--- src/rtl/vita49_ts_pkg.sv ---
`default_nettype none
//------------------------------------------------------------------------------
// Module   : vita49_ts_pkg
// Brief    : Shared constants for the VITA-49 timestamp generator.
// Revision : 1.0 - initial release
//------------------------------------------------------------------------------
package vita49_ts_pkg;

    localparam int c_nch_default   = 2;
    localparam int c_tsf_w_default = 64;

    // Bit positions inside each channel's 4-bit status field
    localparam int c_st_w       = 4;
    localparam int c_st_running = 0;
    localparam int c_st_pps_miss = 1;
    localparam int c_st_pps_lock = 2;
    localparam int c_st_armed   = 3;

    typedef enum logic {
        MODE_FREE = 1'b0,
        MODE_PPS  = 1'b1
    } ts_mode_e;

endpackage
`default_nettype wire

--- src/rtl/vita49_ts_chan.sv ---
`default_nettype none
//------------------------------------------------------------------------------
// Module   : vita49_ts_chan
// Brief    : One integer/fractional timestamp channel (free-run or PPS mode).
// Revision : 1.0 - initial release
//------------------------------------------------------------------------------
module vita49_ts_chan
    import vita49_ts_pkg::*;
#(
    parameter int TSF_W = c_tsf_w_default
) (
    input  logic             clk,
    input  logic             i_rst_n,
    input  logic             i_en,
    input  logic             i_mode_pps,
    input  logic             i_zero_tsf,
    input  logic             i_set_tsi_now,
    input  logic             i_arm_tsi,
    input  logic             i_pps_edge,
    input  logic [31:0]      i_tsi_prog,
    input  logic [31:0]      i_rollover,
    output logic [31:0]      o_tsi,
    output logic [TSF_W-1:0] o_tsf,
    output logic [c_st_w-1:0] o_status
);

    localparam logic [TSF_W-1:0] c_tsf_one = TSF_W'(1);

    logic [31:0]      r_tsi;
    logic [TSF_W-1:0] r_tsf;
    logic             r_armed;
    logic             r_lock;
    logic             r_miss;
    logic             r_running;

    logic [31:0]      w_tsi_nxt;
    logic [TSF_W-1:0] w_tsf_nxt;
    logic             w_armed_nxt;
    logic             w_lock_nxt;
    logic             w_miss_nxt;
    logic             w_miss_set;
    logic             w_cmd;
    logic             w_pps_load;
    logic [TSF_W-1:0] w_roll;
    logic [TSF_W-1:0] w_tsf_inc;
    logic [31:0]      w_tsi_inc;

    assign w_roll     = {{(TSF_W-32){1'b0}}, i_rollover};
    assign w_tsf_inc  = r_tsf + c_tsf_one;
    assign w_tsi_inc  = r_tsi + 32'd1;
    assign w_cmd      = i_set_tsi_now | i_zero_tsf;
    assign w_pps_load = r_armed & i_pps_edge & ~w_cmd;

    always_comb begin
        w_tsi_nxt  = r_tsi;
        w_tsf_nxt  = r_tsf;
        w_miss_set = 1'b0;
        if (w_cmd) begin
            if (i_set_tsi_now) w_tsi_nxt = i_tsi_prog;
            if (i_zero_tsf)    w_tsf_nxt = '0;
        end else if (w_pps_load) begin
            w_tsi_nxt = i_tsi_prog;
            w_tsf_nxt = '0;
        end else if (i_en) begin
            if (i_mode_pps == MODE_PPS) begin
                if (i_pps_edge) begin
                    w_tsf_nxt = '0;
                    w_tsi_nxt = w_tsi_inc;
                end else begin
                    w_tsf_nxt  = (r_tsf >= w_roll) ? r_tsf : w_tsf_inc;
                    w_miss_set = (w_tsf_nxt >= w_roll);
                end
            // '>=' also recovers when rollover is lowered below the live count
            end else if (r_tsf >= w_roll) begin
                w_tsf_nxt = '0;
                w_tsi_nxt = w_tsi_inc;
            end else begin
                w_tsf_nxt = w_tsf_inc;
            end
        end
    end

    always_comb begin
        w_armed_nxt = r_armed;
        if (i_set_tsi_now)   w_armed_nxt = 1'b0;
        else if (i_arm_tsi)  w_armed_nxt = 1'b1;
        else if (w_pps_load) w_armed_nxt = 1'b0;

        w_lock_nxt = r_lock;
        if ((i_mode_pps != MODE_PPS) || w_miss_set) w_lock_nxt = 1'b0;
        else if (i_pps_edge)                        w_lock_nxt = 1'b1;

        w_miss_nxt = r_miss;
        if (w_cmd)           w_miss_nxt = 1'b0;
        else if (w_miss_set) w_miss_nxt = 1'b1;
    end

    always_ff @(posedge clk) begin
        if (!i_rst_n) begin
            r_tsi     <= '0;
            r_tsf     <= '0;
            r_armed   <= 1'b0;
            r_lock    <= 1'b0;
            r_miss    <= 1'b0;
            r_running <= 1'b0;
        end else begin
            r_tsi     <= w_tsi_nxt;
            r_tsf     <= w_tsf_nxt;
            r_armed   <= w_armed_nxt;
            r_lock    <= w_lock_nxt;
            r_miss    <= w_miss_nxt;
            r_running <= i_en;
        end
    end

    always_comb begin
        o_status                = '0;
        o_status[c_st_running]  = r_running;
        o_status[c_st_pps_miss] = r_miss;
        o_status[c_st_pps_lock] = r_lock;
        o_status[c_st_armed]    = r_armed;
    end

    assign o_tsi = r_tsi;
    assign o_tsf = r_tsf;

endmodule
`default_nettype wire

--- src/rtl/vita49_ts_gen.sv ---
`default_nettype none
//------------------------------------------------------------------------------
// Module   : vita49_ts_gen
// Brief    : Multi-channel VITA-49 timestamp generator with PPS sync and snapshot.
// Revision : 1.0 - initial release
//------------------------------------------------------------------------------
module vita49_ts_gen
    import vita49_ts_pkg::*;
#(
    parameter int NCH   = c_nch_default,
    parameter int TSF_W = c_tsf_w_default
) (
    input  logic                   samp_clk,
    input  logic                   ARESETN,
    input  logic                   pps_in,
    input  logic [NCH-1:0]         en,
    input  logic [NCH-1:0]         mode_pps,
    input  logic [NCH-1:0]         zero_tsf,
    input  logic [NCH-1:0]         set_tsi_now,
    input  logic [NCH-1:0]         arm_tsi,
    input  logic [31:0]            tsi_prog,
    input  logic [NCH*32-1:0]      rollover,
    input  logic                   snap_req,
    output logic [NCH*32-1:0]      tsi,
    output logic [NCH*TSF_W-1:0]   tsf,
    output logic [NCH*32-1:0]      snap_tsi,
    output logic [NCH*TSF_W-1:0]   snap_tsf,
    output logic                   snap_valid,
    output logic [NCH*c_st_w-1:0]  status,
    output logic                   pps_edge
);

    logic r_pps_meta;
    logic r_pps_sync;
    logic r_pps_q;
    logic r_pps_q_d;
    logic r_pps_edge;

    logic [NCH*32-1:0]    w_tsi;
    logic [NCH*TSF_W-1:0] w_tsf;
    logic [NCH*32-1:0]    r_snap_tsi;
    logic [NCH*TSF_W-1:0] r_snap_tsf;
    logic                 r_snap_valid;

    // Two-flop synchronizer, then a registered level and its delayed copy
    // feeding a registered rising-edge strobe.
    always_ff @(posedge samp_clk) begin
        if (!ARESETN) begin
            r_pps_meta <= 1'b0;
            r_pps_sync <= 1'b0;
            r_pps_q    <= 1'b0;
            r_pps_q_d  <= 1'b0;
            r_pps_edge <= 1'b0;
        end else begin
            r_pps_meta <= pps_in;
            r_pps_sync <= r_pps_meta;
            r_pps_q    <= r_pps_sync;
            r_pps_q_d  <= r_pps_q;
            r_pps_edge <= r_pps_q & ~r_pps_q_d;
        end
    end

    for (genvar g = 0; g < NCH; g++) begin : g_chan
        vita49_ts_chan #(
            .TSF_W (TSF_W)
        ) u_chan (
            .clk           (samp_clk),
            .i_rst_n       (ARESETN),
            .i_en          (en[g]),
            .i_mode_pps    (mode_pps[g]),
            .i_zero_tsf    (zero_tsf[g]),
            .i_set_tsi_now (set_tsi_now[g]),
            .i_arm_tsi     (arm_tsi[g]),
            .i_pps_edge    (r_pps_edge),
            .i_tsi_prog    (tsi_prog),
            .i_rollover    (rollover[g*32 +: 32]),
            .o_tsi         (w_tsi[g*32 +: 32]),
            .o_tsf         (w_tsf[g*TSF_W +: TSF_W]),
            .o_status      (status[g*c_st_w +: c_st_w])
        );
    end

    // All channels are captured on the same edge so the snapshot is coherent
    always_ff @(posedge samp_clk) begin
        if (!ARESETN) begin
            r_snap_tsi   <= '0;
            r_snap_tsf   <= '0;
            r_snap_valid <= 1'b0;
        end else begin
            r_snap_valid <= snap_req;
            if (snap_req) begin
                r_snap_tsi <= w_tsi;
                r_snap_tsf <= w_tsf;
            end
        end
    end

    assign tsi        = w_tsi;
    assign tsf        = w_tsf;
    assign snap_tsi   = r_snap_tsi;
    assign snap_tsf   = r_snap_tsf;
    assign snap_valid = r_snap_valid;
    assign pps_edge   = r_pps_edge;

endmodule
`default_nettype wire
--- config.mk ---
export PLATFORM = sky130hd
export DESIGN_NAME = vita49_ts_gen
export DESIGN_NICKNAME = d
export VERILOG_FILES = /design/src/rtl/vita49_ts_pkg.sv /design/src/rtl/vita49_ts_chan.sv /design/src/rtl/vita49_ts_gen.sv
export SDC_FILE = /design/constraint.sdc
export NUM_CORES = 1
export LEC_CHECK = 0
export BUFFER_PORTS_ARGS = -buffer_cell sky130_fd_sc_hd__buf_2
export CAP_MARGIN = 10
export CORE_MARGIN = 3
export CORE_UTILIZATION = 40
export CTS_CLUSTER_SIZE = 25
export DETAILED_ROUTE_END_ITERATION = 6
export PLACE_DENSITY = 0.64
export SLEW_MARGIN = 20
export SYNTH_ARGS = -nofsm -noshare
export SYNTH_HDL_FRONTEND = slang
export SYNTH_SLANG_ARGS = --single-unit
--- constraint.sdc ---
create_clock -name samp_clk -period 8.33 [get_ports samp_clk]
set_input_delay 1.2495 -clock samp_clk [delete_from_list [all_inputs] [get_ports samp_clk]]
set_output_delay 1.2495 -clock samp_clk [all_outputs]
set_load 0.05 [all_outputs]
Word-level counts from Yosys, hierarchy flattened
Cells that the tools add are included.
- add/sub/neg operators: 4
- multiplexer cells: 44
- magnitude comparators: 4
- bitwise gates (word level): 13
- eq/ne operators: 6
- reduce and logical (&&, ||, !) cells: 18
- operator list (kind ; count):
    $mux 64 ; 16
    $mux 32 ; 14
    $ge 64x32->1 ; 4
    $add 64x1->64 const B ; 2
    $add 32x1->32 const B ; 2
    $mux 1 ; 14
    $reduce_or 2->1 ; 6
    $ne 2x2->1 const B ; 4
    $ne 4x1->1 const B ; 2
    $reduce_and 4->1 ; 2
    $reduce_bool 4->1 ; 2
    $not 1->1 ; 6
    $reduce_bool 3->1 ; 2
    $and 1x1->1 ; 5
    $reduce_and 2->1 ; 2
    $reduce_bool 2->1 ; 2
    $logic_or 1x1->1 ; 2
    $or 1x1->1 ; 2
- bits in registers: 398
- output and inout port bits: 394
- input port bits: 110

Longest topological paths before layout
Gate-level depths: netlist of the first run.
- depth after elaboration: 10
- gate-level depth with buffers: 22
- mapped depth without buffers: 20

Cells and area by module
A second synthesis of the first run with hierarchy kept.
- cells, all modules: 2450
- area total of the unflattened synthesis: 21713.3 um^2
- modules (own cells, without submodules) (module ; area an instance (um^2) ; times used ; cells an instance):
    vita49_ts_gen ; 7574.8 ; 1 ; 632
    vita49_ts_chan at g_chan[0].u_chan ; 7168.1 ; 1 ; 918
    vita49_ts_chan at g_chan[1].u_chan ; 6970.4 ; 1 ; 900

Worst setup path after synthesis of the first run
Ideal clock, no wire load.
- kind: input to register
- start point: input rollover[63]
- end point: register g_chan[1].u_chan.r_miss
- cell stages on the path: 21
- data arrival time: 5084 ps
- setup time: 117 ps
- buffers on the path: 1
- path slack: 3128 ps
- cells stage by stage: inv_1 ha_1 nand4_2 or4_4 nor4_2 nor4b_2 o21ai_1 inv_1 buf_2 nand2_1 nor2_1 xnor2_1 ha_1 a21oi_1 nor2_1 a211oi_1 o21ai_0 a211oi_1 o31ai_1 a221o_1 a32o_1
- longest elaborated chain between the ends: 8
- ends and longest elaborated chain (element ; RTL line ; source):
    start: declaration ; vita49_ts_gen.sv:22 ; input logic [NCH*32-1:0] rollover,
    $ge 64x32->1 ; vita49_ts_chan.sv:70 ; w_tsf_nxt = (r_tsf >= w_roll) ? r_tsf : w_tsf_inc;
    $mux 64 ; vita49_ts_chan.sv:70 ;
    $ge 64x32->1 * ; vita49_ts_chan.sv:71 ; w_miss_set = (w_tsf_nxt >= w_roll);
    $mux 1 * ; vita49_ts_chan.sv:66 ; if (i_pps_edge) begin
    $mux 1 * ; vita49_ts_chan.sv:65 ; if (i_mode_pps == MODE_PPS) begin
    $mux 1 * ; vita49_ts_chan.sv:64 ; end else if (i_en) begin
    $mux 1 * ; vita49_ts_chan.sv:61 ; end else if (w_pps_load) begin
    $mux 1 * ; vita49_ts_chan.sv:58 ; if (w_cmd) begin
    end signal: assignment ; vita49_ts_chan.sv:111 ; r_miss <= w_miss_nxt;
    end: declaration ; vita49_ts_chan.sv:33 ; logic r_miss;
Mark *: on every way between the ends. The rest lies on a longest branch, timed or not.
A chain may end at the register's enable or synchronous reset.

Worst setup path after layout of the first run
- start point: input rollover[61]
- end point: register g_chan[1].u_chan.r_miss
Same word-level chain as after synthesis.

==> impl_metrics.json, run 1 <==
{
  "worstSetupStartpointType": "input port",
  "path_max_fanout": 25,
  "wire_per_inst_um": 20.25,
  "place_inst": 3405,
  "post-cts-setup-buffer-count": 0,
  "use_met1": 0.3355,
  "ys_types": 72,
  "antenna_found_initial": 12,
  "skew_ns": 0.02340,
  "timing.rr.start": "g_chan[1].u_chan.o_tsf[29]",
  "io_pins": 504,
  "syn_area_um2": 20320,
  "path_clk_slew_ns": 0.06,
  "rows": 81,
  "clock_sinks": 398,
  "place_congestion": 0.9065,
  "synth-compound-area-share": 0.1478,
  "start_util": 0.4101,
  "synthTopCellsByArea": "dfxtp_1 39%, mux2i_1 9.7%, ha_1 8.2%",
  "crit_buf_inv": 3,
  "cts_root_buf": "clkbuf_16",
  "slew_violations": 0,
  "syn_inst": 2378,
  "cts_buffers": 45,
  "routed_wl_um": 70760,
  "synthXorXnorAreaFrac": 0.02672,
  "drc": 0,
  "synthSimpleGateAreaFrac": 0.2043,
  "grt_pass1_vias": 18761,
  "io_buffer_count": 503,
  "fin_nets": 3032,
  "crit_slowest_cell": "inv_1",
  "fin_tns_setup_ns": 0,
  "vias": 19580,
  "via_per_inst": 5.602,
  "cp_top_family": "compound AO/OA/AOI/OAI gates",
  "die_x_um": 231.4,
  "min_path_type": "reg -> reg",
  "cts_max_path_buffers": 3,
  "syn_nets": 2622,
  "async_reset_ff_frac": 0,
  "ant_nets": 0,
  "hpwlAfterDp_um": 51870,
  "ys_ff_latch": 398,
  "yosys.area_share.adder": 0.08249,
  "synth_enable_flop_cells": 0,
  "ctsHoldBuffers": 0,
  "finalNonFillerCells": 3495,
  "cellPowerDensity_nw_per_um2": 184.7,
  "slew_headroom": 0.2750,
  "worstMarginPinSlew_ns": 1.087,
  "ir_drop_uv": 169.9,
  "setup_viol": 0,
  "crit_type": "in -> reg",
  "hold_violations": 0,
  "grt_max_degree": 121,
  "gr-usage-met2": 0.4076,
  "design_power_total_mw": 4.582,
  "drv_cap": 0,
  "synth_top_family_by_area": "simple AND/OR/NAND/NOR gates",
  "h-tree-depth": 2,
  "globalRoute.busiestLayer": "met2",
  "tritoncts": "built",
  "grtUsageTotal": 0.2519,
  "rsz0062_at_grt": "no",
  "overflow": 0,
  "dr.first_iter.drc_count": 1449,
  "synthToLayoutAreaGrowth_pct": 22.05,
  "clk_latency_ns": 0.57,
  "path_cells": "buf_2 > inv_1 > ha_1 > nand4_2 > or4_4 > nor4_2 > nor4b_2 > o21ai_1 > inv_1 > nand2_1 > nor2_1 > xnor2_1 > ha_1 > a21oi_1 > nor2_1 > a211oi_1 > o21ai_0 > a211oi_1 > o31ai_1 > a221o_1 > a32o_1",
  "utilization": 0.5005,
  "syn_avg_cell_area_um2": 8.547,
  "holdCritStartpoint": "r_pps_q_d",
  "min_period_over_period": 0.7666,
  "synthMuxAreaShare": 0.09813,
  "fillCellCount": 4729,
  "first_pass_iters": 6,
  "status": "finished, final reports clean",
  "die_h_um": 231.4,
  "core_um2": 49560,
  "holdWs_ns": 0.3966,
  "die_area_um2": 53550,
  "critical_path_arrival_ns": 6.85,
  "ys.flop_type": "dfxtp_1",
  "crit_path_start": "rollover[61]",
  "p_leak_nw": 11.96,
  "worstPathRequired_ns": 8.79,
  "max_freq_ghz": 0.1566,
  "synth_top_area_cell": "dfxtp_1",
  "cp_slowest_stage_delay_ns": 0.64,
  "drive_above_1_share": 0.2191,
  "regArea_um2": 7968,
  "crit_path_end_kind": "flip-flop",
  "synth_top_cell_area_share": 0.3920,
  "multi_input_area_um2": 11390,
  "cts_resized": 0,
  "grt_first_pass_wirelength_um": 108300,
  "ys_seq_area_frac": 0.3920,
  "synth-warning-count": 0,
  "use_met3": 0.05801,
  "finalCriticalPeriod_ns": 6.386
}
==> sequential cells by signal (all words and copies together) (netlist names) <==
| register | flops |
|---|---|
| g_chan.u_chan.r_lock | 2 |
| g_chan.u_chan.r_running | 2 |
| r_pps_meta | 1 |
| pps_edge | 1 |
| g_chan.u_chan.r_armed | 2 |
| snap_tsf | 128 |
| g_chan.u_chan.o_tsf | 128 |
| g_chan.u_chan.o_tsi | 64 |
| r_pps_q_d | 1 |
| r_pps_q | 1 |
| r_pps_sync | 1 |
| snap_tsi | 64 |
| snap_valid | 1 |
| g_chan.u_chan.r_miss | 2 |
==> worst reg2reg max path, cell delays in order, from the launching register on <==
cell and delay (ns):
dfxtp_1 0.64, ha_1 0.25, nand4_2 0.19, or4_4 0.61
nor4_2 0.36, nor4b_2 0.10, o21ai_1 0.50, inv_1 0.64
nand2_1 0.41, nor2_1 0.10, xnor2_1 0.14, ha_1 0.29
a21oi_1 0.15, nor2_1 0.06, a211oi_1 0.22, o21ai_0 0.13
a211oi_1 0.41, o31ai_1 0.15, a221o_1 0.41, a32o_1 0.26
==> layer usage <==
metal / part of all wire / wire [um]
met5: 0.00083 / 59
met1: 0.43 / 30600
met4: 0.026 / 1838
met2: 0.46 / 32550
met3: 0.081 / 5714
==> worst paths after layout <==
check,to,slack (ns),depth (start not counted)
worst max register to register,g_chan[1].u_chan.r_miss,2.23,19
worst min-delay path,pps_edge,0.40,1
worst min register to register,pps_edge,0.40,1
worst max-delay path,g_chan[1].u_chan.r_miss,1.94,21
==> layout make-up <==
cell class                 instances  share of cell area
sequential                       398              0.3212
antenna                            6           0.0006053
clock buffer                      67             0.05447
tap                              664             0.03349
clock inverter                    17            0.009533
multi-input combinational       1732              0.4591
inverter                          92             0.01422
timing repair buffer             519              0.1074
==> Yosys cell counts, types with 16 or more instances <==
cell	count
xor2_1	21
a21o_1	16
a21oi_1	134
mux2i_1	197
clkbuf_1	124
nor4_1	32
nor2_1	293
a31oi_1	67
xnor2_1	41
o211ai_1	28
inv_1	92
nand4_1	49
ha_1	134
nand3_1	62
nor3_1	51
dfxtp_1	398
and2_1	54
and3_1	60
nand2_1	199
o21ai_0	93
==> metrics by stage <==
stage          setup WS [ns]  instance area (um^2)
2_1_floorplan          3.128                 20320
3_3_place_gp           1.630                 23200
3_5_place_dp           1.411                 23200
4_1_cts                1.998                 24790
5_1_grt                1.516                 24800
6_report               1.944                 24810
==> placed cells by master, fill, tap and decap left out, drive strengths merged, types with 93 or more instances in the layout <==
cell and n:
inv 93, o21ai 96, nand2 199, mux2i 197, nor2 293, ha 134, buf 519, a21oi 134
dfxtp 398
==> report_power, final <==
group          total, mW  switching, mW  internal (mW)
logic              0.470          0.335          0.135
registers           2.00         0.0564           1.94
clock network       2.12          0.833           1.28
total               4.58           1.22           3.36
==> cell families after synthesis <==
family | count (synthesis)
adders and majority gates | 134
xor gates and xnor gates | 62
buffers and inverters | 248
AOI/OAI and AO/OA | 469
and+or+nand+nor | 868
muxes | 199
DFF | 398
Power figures use the tool's default switching activity.
==> run 2: changes to the inputs <==
==> constraint.sdc (replaced) <==
create_clock -name samp_clk -period 6.5 [get_ports samp_clk]
set_input_delay 0.975 -clock samp_clk [delete_from_list [all_inputs] [get_ports samp_clk]]
set_output_delay 0.975 -clock samp_clk [all_outputs]
set_load 0.05 [all_outputs]
==> run 2 against run 1 <==
Utilization is 0.066 points higher. Worst setup slack worse by 0.65 ns. Critical endpoint unchanged. Wire length is 0.23% higher. Largest power group unchanged. Via count is 1.4% higher. Clock skew is 0.0040 ns lower. Sequential power is 28% higher.
==> impl_metrics.json, run 2 (synthesized netlist as in run 1, its figures left out) <==
{
  "p_leak_nw": 11.98,
  "slew_violations": 0,
  "fin_nets": 3038,
  "die_h_um": 231.4,
  "grtUsageTotal": 0.2523,
  "min_path_type": "reg -> reg",
  "io_buffer_count": 503,
  "skew_ns": 0.01938,
  "cts_resized": 0,
  "path_max_fanout": 14,
  "place_inst": 3410,
  "cts_root_buf": "clkbuf_16",
  "slew_headroom": 0.3105,
  "layout_common_cells": "502 x buf_2, 398 x dfxtp_1, 293 x nor2_1",
  "die_area_um2": 53550,
  "h-tree-depth": 2,
  "fin_tns_setup_ns": 0,
  "fillCellCount": 4734,
  "synthToLayoutAreaGrowth_pct": 22.21,
  "overflow": 0,
  "clk_latency_ns": 0.58,
  "wire_per_inst_um": 20.28,
  "finalNonFillerCells": 3498,
  "cts_max_path_buffers": 3,
  "cellPowerDensity_nw_per_um2": 235.1,
  "core_um2": 49560,
  "io_pins": 504,
  "min_period_over_period": 0.8006,
  "drive_above_1_share": 0.2223,
  "place_worst_setup_slack_ns": 0.7445,
  "finalCriticalPeriod_ns": 5.204,
  "ir_drop_uv": 196.5,
  "routed_wl_um": 70920,
  "holdWs_ns": 0.3896,
  "worstSetupStartpointType": "flip-flop",
  "die_x_um": 231.4,
  "final_common_cell": "buf_2",
  "ant_nets": 0,
  "first_pass_iters": 5,
  "rsz0062_at_grt": "no",
  "vias": 19861,
  "hold_violations": 0,
  "design_area_um2": 24840,
  "via_per_inst": 5.678,
  "setup_slack_ns": 1.296,
  "crit_type": "reg -> reg",
  "dr.first_iter.drc_count": 1539,
  "antenna_found_initial": 10,
  "worstMarginPinSlew_ns": 1.034,
  "place_area_um2": 23240,
  "crit_path_end_kind": "flip-flop",
  "worst-r2r-setup-slack_ns": 1.30,
  "ctsHoldBuffers": 0,
  "start_util": 0.4101,
  "setup_viol": 0,
  "critical_path_arrival_ns": 5.68,
  "grt_pass1_vias": 18734,
  "drc": 0,
  "rows": 81,
  "hpwlAfterDp_um": 51990,
  "tritoncts": "built",
  "post-cts-setup-buffer-count": 0,
  "drv_cap": 0,
  "grt_max_degree": 124,
  "status": "finished, final reports clean",
  "place_congestion": 0.8998,
  "clock_sinks": 398,
  "worstPathRequired_ns": 6.97,
  "max_freq_ghz": 0.1922,
  "path_clk_slew_ns": 0.06,
  "cts_buffers": 45,
  "grt_first_pass_wirelength_um": 108800
}
## run 2: cell count changes in the layout (fill, tap and decap cells not counted)
cell	before	now
buf_4	14	20
clkbuf_1	10	5
clkinvlp_4	3	6
clkbuf_16	47	45
clkinv_2	4	6
clkinv_4	4	2
clkinv_8	0	2
buf_16	0	1
buf_6	1	0
clkbuf_8	10	9
diode_2	6	5
inv_6	1	2
or2_1	1	0
or2_2	6	7
## run 2: report_power, final
group | total [mW] | internal, mW | leakage (nW) | switching [mW]
clock | 2.68 | 1.58 | 0.751 | 1.09
sequential | 2.56 | 2.49 | 3.22 | 0.0718
combinational | 0.607 | 0.174 | 8.01 | 0.433
## run 2: per-layer routing
| layer | GRT usage | up-vias | part of all wire |
|---|---|---|---|
| li1 | - | 9361 | - |
| met1 | 0.3392 | 9566 | 0.44 |
| met2 | 0.4141 | 800 | 0.46 |
| met3 | 0.04671 | 124 | 0.075 |
| met4 | 0.07244 | 10 | 0.023 |
| met5 | 0 | - | 0.00090 |
## run 2: per-stage QoR
step	total power, mW	util
after floorplan	3.008	-
after global placement	3.196	0.4689
after detailed placement	3.208	0.4689
after CTS	5.889	0.5004
after global routing	6.041	0.5011
final	5.840	0.5012
## run 2: path summary, 6_finish.rpt
| path | from | end | depth (start not counted) |
|---|---|---|---|
| setup / recovery | g_chan[1].u_chan.o_tsf[58] | g_chan[1].u_chan.r_miss | 18 |
| hold / removal | r_pps_q_d | pps_edge | 1 |
| setup reg to reg | g_chan[1].u_chan.o_tsf[58] | g_chan[1].u_chan.r_miss | 18 |
| hold reg to reg | r_pps_q_d | pps_edge | 1 |
## run 2: critical path, cell delays in order, from the launching register on
cell      delay, ns
dfxtp_1        0.37
nor4_1         0.37
nand4_1        0.27
or4_1          0.62
nor4b_2        0.31
o21ai_1        0.13
inv_1          0.35
nand2_1        0.26
nor2_1         0.18
xnor2_1        0.13
ha_1           0.26
a21oi_1        0.15
nor2_1         0.06
a211oi_1       0.21
o21ai_0        0.14
a211oi_1       0.44
o31ai_1        0.15
a221o_1        0.42
a32o_1         0.26
## run 2: final cells by class
type | instances | area (um^2) | share of cell area
repair buffers | 525 | 2725 | 0.1097
clock buffers | 59 | 1269 | 0.05108
flip-flops and latches | 398 | 7968 | 0.3208
well taps | 664 | 830.8 | 0.03345
clock inverters | 23 | 292.8 | 0.01179
multi-input cells | 1732 | 11390 | 0.4585
inverters | 92 | 352.8 | 0.01421
diodes | 5 | 12.51 | 0.0005037
